$ cat src/rtl/btn_pkg.sv
// Shared command encoding between the button encoder and the LED pattern block.
package btn_pkg;

    localparam int unsigned N_BTN_DEF = 4;

    localparam logic [3:0] CMD_NONE = 4'b0000;
    localparam logic [3:0] CMD_B0   = 4'b0001;
    localparam logic [3:0] CMD_B1   = 4'b0010;
    localparam logic [3:0] CMD_B2   = 4'b0100;
    localparam logic [3:0] CMD_B3   = 4'b1000;

endpackage

$ cat src/rtl/btn_debounce.sv
// Single-bit button conditioner: 2-flop synchronizer, debounce counter, stable level.
// Ports:
//   clk       system clock, rising edge
//   rst       synchronous active-high reset
//   i_raw     asynchronous raw button level
//   o_stable  debounced level, changes only after DB_CNT consecutive disagreeing cycles
module btn_debounce #(
    parameter int unsigned DB_CNT = 1000000
) (
    input  logic clk,
    input  logic rst,
    input  logic i_raw,
    output logic o_stable
);

    localparam int unsigned CNT_W = $clog2(DB_CNT + 1);

    logic             r_sync1;
    logic             r_sync2;
    logic             r_stable;
    logic [CNT_W-1:0] r_cnt;

    // Any cycle of agreement restarts the count; the counter stops at DB_CNT-1.
    always_ff @(posedge clk) begin
        if (rst) begin
            r_sync1  <= 1'b0;
            r_sync2  <= 1'b0;
            r_stable <= 1'b0;
            r_cnt    <= '0;
        end else begin
            r_sync1 <= i_raw;
            r_sync2 <= r_sync1;
            if (r_sync2 == r_stable) begin
                r_cnt <= '0;
            end else if (r_cnt == CNT_W'(DB_CNT - 1)) begin
                r_stable <= r_sync2;
                r_cnt    <= '0;
            end else begin
                r_cnt <= r_cnt + CNT_W'(1);
            end
        end
    end

    assign o_stable = r_stable;

endmodule

$ cat src/rtl/button_cmd_encoder.sv
// Turns raw bouncing push-buttons into a held one-hot command vector.
// Build option: define BTN_TOGGLE_OFF_EN so re-pressing the active button clears the command.
// Ports:
//   clk         system clock, rising edge
//   rst         synchronous active-high reset
//   btn_raw     asynchronous raw button levels, 1 = pressed
//   but         held command, one-hot or all-zero
//   but_pulse   one-cycle one-hot strobe of the accepted press
//   btn_stable  debounced button levels
module button_cmd_encoder
    import btn_pkg::*;
#(
    parameter int unsigned N_BTN  = N_BTN_DEF,
    parameter int unsigned DB_CNT = 1000000
) (
    input  logic             clk,
    input  logic             rst,
    input  logic [N_BTN-1:0] btn_raw,
    output logic [N_BTN-1:0] but,
    output logic [N_BTN-1:0] but_pulse,
    output logic [N_BTN-1:0] btn_stable
);

    logic [N_BTN-1:0] w_stable;
    logic [N_BTN-1:0] w_rise;
    logic [N_BTN-1:0] w_winner;
    logic [N_BTN-1:0] r_stable_q;
    logic [N_BTN-1:0] r_but;
    logic [N_BTN-1:0] r_pulse;

    // One conditioner per button.
    for (genvar g = 0; g < N_BTN; g++) begin : g_btn
        btn_debounce #(
            .DB_CNT (DB_CNT)
        ) u_db (
            .clk      (clk),
            .rst      (rst),
            .i_raw    (btn_raw[g]),
            .o_stable (w_stable[g])
        );
    end

    // Presses only; releases are ignored.
    assign w_rise = w_stable & ~r_stable_q;

    // Isolate the lowest set bit: bit 0 wins, other simultaneous rises are dropped.
    assign w_winner = w_rise & (~w_rise + N_BTN'(1));

    // Edge history and command register.
    always_ff @(posedge clk) begin
        if (rst) begin
            r_stable_q <= '0;
            r_but      <= '0;
            r_pulse    <= '0;
        end else begin
            r_stable_q <= w_stable;
            r_pulse    <= w_winner;
            if (w_winner != '0) begin
`ifdef BTN_TOGGLE_OFF_EN
                r_but <= (w_winner == r_but) ? '0 : w_winner;
`else
                r_but <= w_winner;
`endif
            end
        end
    end

    assign but        = r_but;
    assign but_pulse  = r_pulse;
    assign btn_stable = w_stable;

endmodule

$ cat config.mk
export PLATFORM = sky130hd
export DESIGN_NAME = button_cmd_encoder
export DESIGN_NICKNAME = d
export VERILOG_FILES = /design/src/rtl/btn_pkg.sv /design/src/rtl/btn_debounce.sv /design/src/rtl/button_cmd_encoder.sv
export SDC_FILE = /design/constraint.sdc
export NUM_CORES = 1
export LEC_CHECK = 0
export CAP_MARGIN = 20
export CORE_AREA = 2 2 117 119
export DETAILED_ROUTE_END_ITERATION = 7
export DIE_AREA = 0 0 119 121
export GPL_ROUTABILITY_DRIVEN = 0
export SLEW_MARGIN = 10
export SYNTH_ARGS = -nofsm -noshare
export SYNTH_HDL_FRONTEND = slang
export SYNTH_SLANG_ARGS = --single-unit
$ cat constraint.sdc
create_clock -name clk -period 2.2 [get_ports clk]
set_input_delay 0.22 -clock clk [delete_from_list [all_inputs] [get_ports clk]]
set_output_delay 0.22 -clock clk [all_outputs]
set_load 0.02 [all_outputs]
# After elaboration in Yosys (flattened, before gate mapping)
# Index checks and enable logic that the tools add are counted.
[totals] elab_cells=49 out_inout_bits=12 reg_bits=104 in_bits=6
[classes] n_eq_ne=8 add_sub_neg=5 bitwise=8 n_reduce_logical=9
[op_table] operator="$add 20x1->20 const B" count=4
[op_table] operator="$eq 20x20->1 const B" count=4
[op_table] operator="$reduce_or 3->1" count=4
[op_table] operator="$and 4x4->4" count=2
[op_table] operator="$not 4->4" count=2
[op_table] operator="$reduce_and 2->1" count=4
[op_table] operator="$add 4x1->4 const B" count=1
[op_table] operator="$eq 1x1->1" count=4
[op_table] operator="$not 1->1" count=4
[op_table] operator="$reduce_bool 4->1" count=1

# Longest topological paths before layout
# Gate-level depths: netlist of run 1.
[depth] ltp_word=6 ltp_mapped=7 depth_no_buf=5

# Modules after synthesis
# Synthesis of run 1 repeated with hierarchy kept, for this count alone.
[hier_totals] hier_cells=501 area_unflattened_um2=4483.0
[modules_own_cells] mod="btn_debounce" n_inst=4 cells_each=117 area_per_inst_um2=1023.5
[modules_own_cells] mod="button_cmd_encoder" n_inst=1 cells_each=33 area_per_inst_um2=389.1

# Worst setup path after synthesis of run 1
# No wires, ideal clock.
[synth_timing] kind="register -> register" start="register g_btn[0].u_db.r_cnt[12]" end="register g_btn[0].u_db.r_cnt[11]" stages_incl_launch_ff=6 arrival_time_ns=1.820 synth_period_minus_slack_ns=1.934 required_ns=2.085 slack_ns=0.266 path_cell_list="dfxtp_1 > or4_1 > or4_4 > o21ai_4 > buf_6 > nor2_1"
[synth_via] elab_chain_len=2
[synth_lines] element="from (decl)" line_no="btn_debounce.sv:21" rtl="logic [CNT_W-1:0] r_cnt;"
[synth_lines] element="from (signal assigned)" line_no="btn_debounce.sv:39" rtl="r_cnt <= r_cnt + CNT_W'(1);"
[synth_lines] element="$eq 20x20->1" line_no="btn_debounce.sv:35" rtl="end else if (r_cnt == CNT_W'(DB_CNT - 1)) begin"
[synth_lines] element="$reduce_or 3->1 (no line)"
# No other way between the ends.
# A chain may end at the register's enable or synchronous reset.

# Worst setup path in the final report of run 1
[layout_timing] start="register g_btn[1].u_db.r_cnt[12]" end="register g_btn[1].u_db.r_cnt[15]"
[layout_via] elab_chain_len=2
[layout_lines] element="from (decl)" line_no="btn_debounce.sv:21"
[layout_lines] element="from (signal assigned)" line_no="btn_debounce.sv:39"
[layout_lines] element="parallel branches: the longest is 2 deep, another holds $add 20x1->20"
# Several ways; the timed one is not identified.

==> metrics.md, run 1 <==
| Metric | Value |
|---|---|
| I/O pin count | 18 |
| I/O Buffers | 17 |
| Adder-cell share of the synthesized area | roughly 1.1% |
| Largest family of logic cells by synthesized area | simple AND/OR/NAND/NOR gates |
| CP arrival | around 2.2 ns |
| Final nets | around 530 |
| Final setup vio count | 0 |
| R2R Path Start | g_btn[1].u_db.r_cnt[12] |
| Post-synth top flop | dfxtp_1 |
| Min Tclk post-route | about 2.0 ns |
| Layout Skew | roughly 0.0077 ns |
| Clock transition at path regs | about 0.07 ns |
| Seq. cell area | around 2100 um2 |
| Post-synthesis mux area share | 0% |
| Crit path to | g_btn[1].u_db.r_cnt[15] |
| Reg2Reg Setup Slack | ~0.18 ns |
| Post-route ant nets | 0 |
| Clk root buf | clkbuf_16 |
| Num CTS Buffers | 9 |
| Final worst-path cycle share | approximately nine tenths |
| Post-Syn Area | around 4500 um2 |
| Power density over the cells | around 670 nW/um2 |
| Max-Cap Viols | 0 |
| Worst hold path class | input port to flop |
| DR iter-0 viols | approximately 240 |
| XOR/XNOR Fraction of Synth Area | 10.2% |
| Die width | about 120 um |
| Postcts setup bufs | 0 |
| Power Total | roughly 3.4 mW |
| Vias in the first global route | 3395 |
| WL/cell | about 12 um |
| Synth cell types | 45 |
| Average footprint of a synthesized cell | 8.97 um2 |
| Synthesis-to-layout area growth | 14.6% |
| DRT Pass-1 Iters | 4 |
| EDFF count, synth | 0 |
| Multi-input gate area | 2220 um2 |
| Fraction of registers with async set/reset | 0% |
| Crit path launch type | flop |
| Register area share after synthesis | 46.5% |
| CTS tree | done |
| ANT cells | 0 |
| Status | complete, no violations |
| Fill cell count | 1313 |
| Starting Density | around a third |
| Synth Area in Compound Gates | 8.59% |
| Pin count of the biggest net entering global routing | 25 |
| Synth Area in Simple Gates | 29.7% |
| Mapped Nets | around 510 |
| Slew Limit Headroom | between 50% and 60% |
| Reg2Reg Depth | 5 |
| CTS Buffer Depth | 2 |
| Hold-fix buffers at CTS | 0 |
| Hold path depth | 2 |
| RSZ-0062 raised after global routing | false |
| Crit path max fanout | 8 |
| GRT overflow | 0 |
| H-tree levels | 3 |
| Aggregate negative setup slack | 0 ns |
| Cell count after synthesis | approximately 500 |
| CORE AREA | 13100 um2 |
| GRT Overall Usage | between 10% and 20% |
| Remaining DRCs | 0 |
| Slew @ Worst Pin | slightly above 0.6 ns |
| Final Non-Filler Cells | approximately 700 |
| Vias per cell | about 5.0 |
| Area of placed instances | 4850 um2 |
| First-pass GRT wire length | approximately 15 mm |
| Crit path from | g_btn[1].u_db.r_cnt[12] |
| Worst-skew pair later-pin latency | 0.34 ns |
| # placed instances | ~690 |
| Critical path required time | 2.42 ns |
| Worst reg2reg path endpoint | g_btn[1].u_db.r_cnt[15] |
| VDD IR max | roughly 0.45 mV |
| Lkg Pwr | 1.52 nW |
| HPWL Detailed | about 6 mm |
| Crit Path Class | flop to flop |
| Vias | 3499 |
| Crit. End Element | flop |
| Die area | roughly 14000 um2 |
| Post-Layout Inst Area | ~5100 um2 |
| Post-CTS sizing | 0 |
| Fin. Hold Viols | 0 |
| Number of antenna violations at the first check in global routing | 0 |
| Site row count | 42 |
| Slew Limit Fails | 0 |
| Chip height | 121 um |
| YS warnings | 0 |
| #FFs+latches synth | 104 |
| Layout cells sized above 1 | under 10% |
| CTS Sinks | about 100 |
| FMAX | between 400 and 500 MHz |
| Drt total wl | about 8.4 mm |
| Fin Hold WS | 0.436 ns |
-- cell usage in the layout (no fill, tap or decap), drive strengths merged, types with 2 or more instances in the layout --
cell           instances
clkinv                 2
nand4b                 2
nor4                  17
xnor2                 35
xor2                  17
nand4                 18
nand2                 26
a21oi                 27
ha                     4
or4                   15
buf                   10
or3                   17
dfxtp                104
nor3b                  2
nand2b                 2
o21ai                 20
clkbuf                11
inv                   20
or3b                   2
clkdlybuf4s50         17
nor3                  13
o31ai                  7
and3                   4
nor2                  63
or4b                   2
nand3                 27
or2                    2
a21o                   3
nand4bb                2
clkinvlp               3
nor2b                 17
a31o                   3
and4                   5
-- logic make-up (layout without fill, tap and decap cells) --
kind of cell             count (synthesis)  after routing
AND/OR/NAND/NOR                        241            241
adder cells (fa/ha/maj)                  4              4
flip-flops                             104            104
buffers and inverters                   35             63
XOR/XNOR                                52             52
AO/OA/AOI/OAI                           63             63
-- power by group --
group          total (mW)  leakage, nW  internal, mW  switching [mW]
Combinational      0.0504        0.552        0.0229          0.0275
Sequential           1.90        0.839          1.89         0.00582
Clock                1.47        0.128         0.795           0.675
Total                3.42         1.52          2.71           0.708
-- sequential cells by signal, indices dropped and copies added (netlist names) --
register and cells:
g_btn.u_db.r_cnt 80, g_btn.u_db.r_sync2 4, but_pulse 4, g_btn.u_db.o_stable 4
g_btn.u_db.r_sync1 4, r_stable_q 4, but 4
-- layout make-up --
cell class | count | share of cell area, %
multi-input combinational | 360 | 43.3
clock buffer | 11 | 4.73
inverter | 20 | 1.46
sequential | 104 | 40.6
clock inverter | 5 | 0.634
timing repair buffer | 27 | 5.03
tap | 176 | 4.29
-- metrics by stage --
| stage | util, % | setup WS, ns |
|---|---|---|
| after global placement | 37.1 | 0.252 |
| after floorplan | - | 0.266 |
| after detailed placement | 37.1 | 0.202 |
| after CTS | 39.2 | 0.187 |
| after global routing | 39.2 | 0.0807 |
| final | 39.2 | 0.177 |
-- per-layer routing --
metal  up-vias  wire [um]  track usage [%]
met1      1659       4010             14.6
met2        29       4100             21.7
met3         8        180             2.58
met5         -          0                0
met4         0        121             4.24
li1       1803          -                -
-- cells in the mapped netlist, drive strengths merged (4+ instances only) --
library cell,count,share of area [%]
nand4,18,2.7
nand3,27,3.1
ha,4,1.1
buf,9,1.7
nor2b,17,2.4
o31ai,7,1.2
xnor2,35,6.9
or3,17,2.4
o21ai,20,2.7
nor2,63,5.3
nor3,13,1.5
dfxtp,104,47
a21oi,27,3.0
and4,5,0.98
xor2,17,3.3
or4,15,2.7
nor4,17,2.4
clkbuf,6,0.50
nand2,26,2.2
and3,4,0.56
inv,20,1.7
-- worst max-delay path: stages, from the launching register on --
cell     delay, ns
dfxtp_1       0.35
or4_1         0.52
or4_4         0.56
o21ai_4       0.22
buf_4         0.20
a21oi_1       0.05
-- how the worst min path moves through the flow --
stage,slack [ns],start,end
floorplan,0.30,rst,r_stable_q[1]
global placement,0.42,g_btn[1].u_db.r_sync1,g_btn[1].u_db.r_sync2
detailed placement,0.43,g_btn[0].u_db.r_sync1,g_btn[0].u_db.r_sync2
CTS,0.43,btn_raw[0],g_btn[0].u_db.r_sync1
global route,0.44,btn_raw[0],g_btn[0].u_db.r_sync1
finish,0.44,btn_raw[0],g_btn[0].u_db.r_sync1
No activity file was read; power rests on OpenSTA's default activity.
==> run 2: changes to the inputs <==
--- a/constraint.sdc
+++ b/constraint.sdc
@@ -3,2 +3,2 @@
 set_output_delay 0.22 -clock clk [all_outputs]
-set_load 0.02 [all_outputs]
+set_load 0.05 [all_outputs]
==> results of run 2 <==
The final DEF is identical to that of run 1; final timing and power are the same.
==> run 3: changes to the inputs <==
Settings changed: CTS_CLUSTER_SIZE set to 14, SETUP_SLACK_MARGIN set to 0.2, TNS_END_PERCENT set to 50.
==> run 3 against run 2 <==
Effect of this change:
- critical path depth down 1
- clock power about the same
- first-iteration DRC count down 5.3%
- sequential share of layout area down 0.25 points
- combinational power up 2%
- via count up 0.14%
- maximum frequency up 3.6%
- sequential cell count unchanged
- die area unchanged
- utilization up 0.36 points
- cell count up 0.28%
- critical path type unchanged
- critical endpoint is now g_btn[0].u_db.o_stable
- highest routed layer unchanged
==> metrics.md, run 3 (same netlist as run 1, synthesis figures left out) <==
| Metric | Value |
|---|---|
| Remaining DRCs | 0 (unchanged) |
| CTS Sinks | 104 (unchanged) |
| CP bufs+invs | 0 (was 1) |
| Post-route ant nets | 0 (unchanged) |
| CP cell instances | or4_4 -> or4_4 -> or3_1 -> a21oi_1 (was or4_1 -> or4_4 -> o21ai_4 -> buf_4 -> a21oi_1) |
| Number of antenna violations at the first check in global routing | 0 (unchanged) |
| Commonest non-fill, non-tap cell in the layout | dfxtp_1 (unchanged) |
| Status | complete, no violations (unchanged) |
| Max-Cap Viols | 0 (unchanged) |
| Power density over the cells | 658 nW/um2 (was 666 nW/um2) |
| Slew @ Worst Pin | 0.499 ns (was 0.613 ns) |
| H-tree levels | 3 (unchanged) |
| Aggregate negative setup slack | 0 ns (unchanged) |
| CORE AREA | 13100 um2 (unchanged) |
| Most frequent cells in the layout | dfxtp_1 (101), nor2_1 (63), xnor2_1 (35) (was dfxtp_1 (104), nor2_1 (63), xnor2_1 (35)) |
| Crit Path Class | flop to flop (unchanged) |
| RSZ-0062 raised after global routing | true (was false) |
| Chip height | 121 um (unchanged) |
| Worst hold path class | input port to flop (unchanged) |
| VDD IR max | 0.445 mV (was 0.447 mV) |
| Fin Hold WS | 0.437 ns (was 0.436 ns) |
| I/O Buffers | 17 (unchanged) |
| Crit path max fanout | 4 (was 8) |
| Num CTS Buffers | 9 (unchanged) |
| Crit path launch type | flop (unchanged) |
| Number of flip-flops under the largest register name | 80 (unchanged) |
| Clock transition at path regs | 0.07 ns (about the same) |
| Layout Skew | 0.00739 ns (was 0.00773 ns) |
| CP top delay family | simple AND/OR/NAND/NOR gates (unchanged) |
| CP peak stage delay | 0.57 ns (was 0.56 ns) |
| GRT Overall Usage | 12.2% (about the same) |
| Site row count | 42 (unchanged) |
| Synthesis-to-layout area growth | 15.7% (was 14.6%) |
| Crit-path slowest cell | or4_4 (unchanged) |
| Layout cells sized above 1 | 9.64% (was 7.78%) |
| DR iter-0 viols | 230 (was 243) |
| CTS tree | done (unchanged) |
| Worst-skew pair later-pin latency | 0.33 ns (was 0.34 ns) |
| I/O pin count | 18 (unchanged) |
| HPWL Detailed | 6.04 mm (unchanged) |
| Cell seen most often among critical-path stages | or4_4 |
| Slew Limit Fails | 0 (unchanged) |
| Drt total wl | 8.49 mm (was 8.41 mm) |
| Fin. Hold Viols | 0 (unchanged) |
| Vias per cell | 4.97 (was 4.98) |
| Slew Limit Headroom | 66.6% (was 58.7%) |
| DRT Pass-1 Iters | 4 (unchanged) |
| WL/cell | 12.0 um (about the same) |
| Crit. End Element | flop (unchanged) |
| Vias | 3504 (was 3499) |
| Layout Utilization | 39.6% (was 39.2%) |
| Final nets | 534 (was 532) |
| First-pass GRT wire length | 14.8 mm (about the same) |
| CTS Buffer Depth | 2 (unchanged) |
| GRT overflow | 0 (unchanged) |
| Min Tclk post-route | 1.95 ns (was 2.02 ns) |
| CP arrival | 2.21 ns (was 2.24 ns) |
| Die width | 119 um (unchanged) |
| Power Total | 3.41 mW (was 3.42 mW) |
| ANT cells | 0 (unchanged) |
| FMAX | 512 MHz (was 494 MHz) |
| Critical path required time | 2.46 ns (was 2.42 ns) |
| Lkg Pwr | 1.54 nW (was 1.52 nW) |
| Final setup vio count | 0 (unchanged) |
| Vias in the first global route | 3408 (was 3395) |
| Final worst-path cycle share | 88.7% (was 92.0%) |
| Largest reg by FF count | g_btn.u_db.r_cnt (unchanged) |
| Die area | 14400 um2 (unchanged) |
| Clk root buf | clkbuf_16 (unchanged) |
| Starting Density | 34.2% (unchanged) |
| Pin count of the biggest net entering global routing | 25 (unchanged) |
## run 3: power breakdown
part	switching (mW)	internal, mW
registers	0.00580	1.89
clock network	0.667	0.794
logic	0.0275	0.0237
## run 3: path summary, 6_finish.rpt
check / slack, ns / endpoint / start / cells after the start
setup / recovery: 0.25 / g_btn[0].u_db.o_stable / g_btn[0].u_db.r_cnt[11] / 4
hold / removal: 0.44 / g_btn[0].u_db.r_sync1 / btn_raw[0] / 2
setup reg to reg: 0.25 / g_btn[0].u_db.o_stable / g_btn[0].u_db.r_cnt[11] / 4
hold reg to reg: 0.44 / but_pulse[0] / r_stable_q[0] / 1
## run 3: final cells by class
class                   instances  area [um2]
inverters                      20        75.1
flip-flops and latches        104        2090
clock inverters                 5        32.5
repair buffers                 29         277
fillers                      1309        7910
well taps                     176         220
clock buffers                  11         243
multi-input cells             360        2240
## run 3: metrics by stage
step	setup slack (ns)	instances	instance area, um2
after floorplan	0.266	499	4470
after global placement	0.252	687	4850
after detailed placement	0.202	687	4850
after CTS	0.198	704	5140
after global routing	0.166	705	5180
final	0.248	705	5180
## run 3: what timing repair did
action / 4_1_cts / 5_1_grt
resized for setup: 0 / 10
buffers inserted: 1 / 1
endpoints found under the hold margin: 0 / 0
hold buffers: 0 / 0
setup endpoints to repair: 9 / 38
pin swaps: 1 / 3
## run 3: metal layers
| layer | vias up | global-route usage, % | wire length [um] |
|---|---|---|---|
| met3 | 8 | 2.58 | 198 |
| met1 | 1657 | 14.5 | 4020 |
| li1 | 1806 | - | - |
| met2 | 33 | 21.8 | 4150 |
| met4 | 0 | 4.24 | 121 |
| met5 | - | 0 | 0 |
## run 3: worst register-to-register path, cell delays in order (launching register included)
cell	delay (ns)
dfxtp_4	0.35
or4_4	0.52
or4_4	0.57
or3_1	0.32
a21oi_1	0.12
==> edit (flow settings as in run 2) <==
Remove the register `r_pulse`: a continuous assignment takes its place, so the output `but_pulse` follows one clock earlier.
--- a/src/rtl/button_cmd_encoder.sv
+++ b/src/rtl/button_cmd_encoder.sv
@@ -51,10 +51,8 @@
         if (rst) begin
             r_stable_q <= '0;
             r_but      <= '0;
-            r_pulse    <= '0;
         end else begin
             r_stable_q <= w_stable;
-            r_pulse    <= w_winner;
             if (w_winner != '0) begin
 `ifdef BTN_TOGGLE_OFF_EN
                 r_but <= (w_winner == r_but) ? '0 : w_winner;
@@ -65,6 +63,8 @@
         end
     end
 
+    assign r_pulse = w_winner;
+
     assign but        = r_but;
     assign but_pulse  = r_pulse;
     assign btn_stable = w_stable;
Check against the original RTL: same outputs for any inputs over 10 cycles, from zero or initial values and one cycle with rst high; that may be too few to reach the edited logic, so the function may still have changed.
==> edit against run 2 <==
  * Die area is the same
  * Maximum frequency grew 0.83%
  * Routed wire length shrank 2.7%
  * Sequential cell count shrank 4
  * Design area shrank 2.3%
  * Synthesized area shrank 3.3%
  * Total power shrank 0.41%
  * Worst setup slack gained 0.017 ns
  * Largest cell class unchanged
==> edit: results (changes against run 2) <==
Outcome -> finished clean (unchanged)
Layout cell share with drive strength beyond 1 -> 7.49% (was 7.78%)
Top post-synthesis cells by count -> 100 x dfxtp_1, 63 x nor2_1, 31 x a21oi_1, 30 x xnor2_1, 28 x nand3_1 (was 104 x dfxtp_1, 63 x nor2_1, 35 x xnor2_1, 27 x a21oi_1)
DR WL/cell -> 11.7 um (was 12.0 um)
Ant. Diodes -> 0 (unchanged)
Worst VDD drop -> 0.000382 V (was 0.000447 V)
Final net count -> 526 (was 532)
Synth Area in Compound Gates -> 8.90% (was 8.59%)
Leakage -> 1.48 nW (was 1.52 nW)
Reg2Reg Launch Point -> g_btn[0].u_db.r_cnt[0] (was g_btn[1].u_db.r_cnt[12])
GR Util met2 -> 20.5% (was 21.7%)
Sequential share of the synthesized area -> 46.3% (was 46.5%)
Slew @ Worst Pin -> 0.833 ns (was 0.613 ns)
Total track usage -> 12.2% (about the same)
Worst-path fanout max -> 6 (was 8)
Post-Synth XOR/XNOR Area -> 10.3% (was 10.2%)
Post-Synth Adder-Cell Area -> 1.16% (was 1.12%)
Slowest cell on the critical path -> dfxtp_1 (was or4_4)
Via/cell ratio -> 4.93 (was 4.98)
CP peak stage delay -> 0.41 ns (was 0.56 ns)
Hold path start -> g_btn[2].u_db.r_sync1 (was btn_raw[0])
Switch Pwr -> 0.680 mW (was 0.708 mW)
Path type of the worst min-delay path -> reg -> reg (was in -> reg)
Critical path origin -> g_btn[0].u_db.o_stable (was g_btn[1].u_db.r_cnt[12])
Worst clock skew -> 0.00811 ns (was 0.00773 ns)
Arrival time at the worst endpoint -> 1.79 ns (was 2.24 ns)
Iteration-0 DRC Markers -> 187 (was 243)
Vias in the first global route -> 3316 (was 3395)
Largest net degree at the start of global routing -> 21 (was 25)
Synth area leaders -> dfxtp_1 46%, xnor2_1 6.1%, nor2_1 5.5% (was dfxtp_1 47%, xnor2_1 6.9%, nor2_1 5.3%)
Dpl hpwl -> 5850 um (was 6040 um)
Synth unique cells -> 44 (was 45)
Met1 global-route usage -> 14.7% (was 14.6%)
[edit: kinds of logic (layout without fill, tap and decap cells)]
group	after synthesis	in the layout
flops	100	100
simple gates	232	232
xor+xnor	51	51
fa+ha+maj	4	4
buf+inv	41	68
compound gates	66	66
[edit: path summary, 6_finish.rpt]
check	endpoint	slack, ns	depth (start not counted)
hold / removal	g_btn[2].u_db.r_sync2	0.43	1
hold reg to reg	g_btn[2].u_db.r_sync2	0.43	1
setup reg to reg	g_btn[0].u_db.r_cnt[18]	0.26	5
setup / recovery	but_pulse[3]	0.19	4
[edit: what timing repair did]
item / CTS / global route
setup endpoints to repair: 3 / 1
hold buffers: 0 / 0
buffers inserted: 0 / 0
resized for setup: 3 / 1
pin swaps: 0 / 0
[edit: metal layers]
| layer | share of wire, % | wire length, um | vias up |
|---|---|---|---|
| li1 | - | - | 1785 |
| met1 | 48 | 3910 | 1586 |
| met2 | 46 | 3790 | 50 |
| met3 | 3.2 | 261 | 18 |
| met4 | 2.7 | 219 | 0 |
| met5 | 0 | 0 | - |
[edit: metrics by stage]
| stage | area (um2) | setup slack [ns] | utilization (%) | std cells | total power [mW] |
|---|---|---|---|---|---|
| 6_report | 5010 | 0.194 | 38.3 | 697 | 3.40 |
| 5_1_grt | 5010 | 0.0672 | 38.3 | 697 | 3.54 |
| 3_5_place_dp | 4720 | 0.208 | 36.1 | 681 | 1.92 |
| 2_1_floorplan | 4330 | 0.0328 | - | 494 | 1.89 |
| 4_1_cts | 5000 | 0.175 | 38.2 | 697 | 3.45 |
| 3_3_place_gp | 4720 | 0.232 | 36.1 | 681 | 1.91 |
[edit: power by group through the flow]
stage          Combinational (mW)  Clock, mW  Sequential, mW
2_1_floorplan              0.0280          0            1.86
3_3_place_gp               0.0498          0            1.86
3_5_place_dp               0.0507          0            1.87
4_1_cts                    0.0509       1.58            1.82
5_1_grt                    0.0561       1.66            1.82
6_report                   0.0495       1.53            1.82
[edit: cell type report]
class | count | area, um2
Fill cell | 1297 | 8080
Multi-Input combinational cell | 353 | 2150
Sequential cell | 100 | 2000
Timing Repair Buffer | 28 | 259
Clock buffer | 12 | 236
Tap cell | 176 | 220
Inverter | 24 | 90.1
Clock inverter | 4 | 50.0
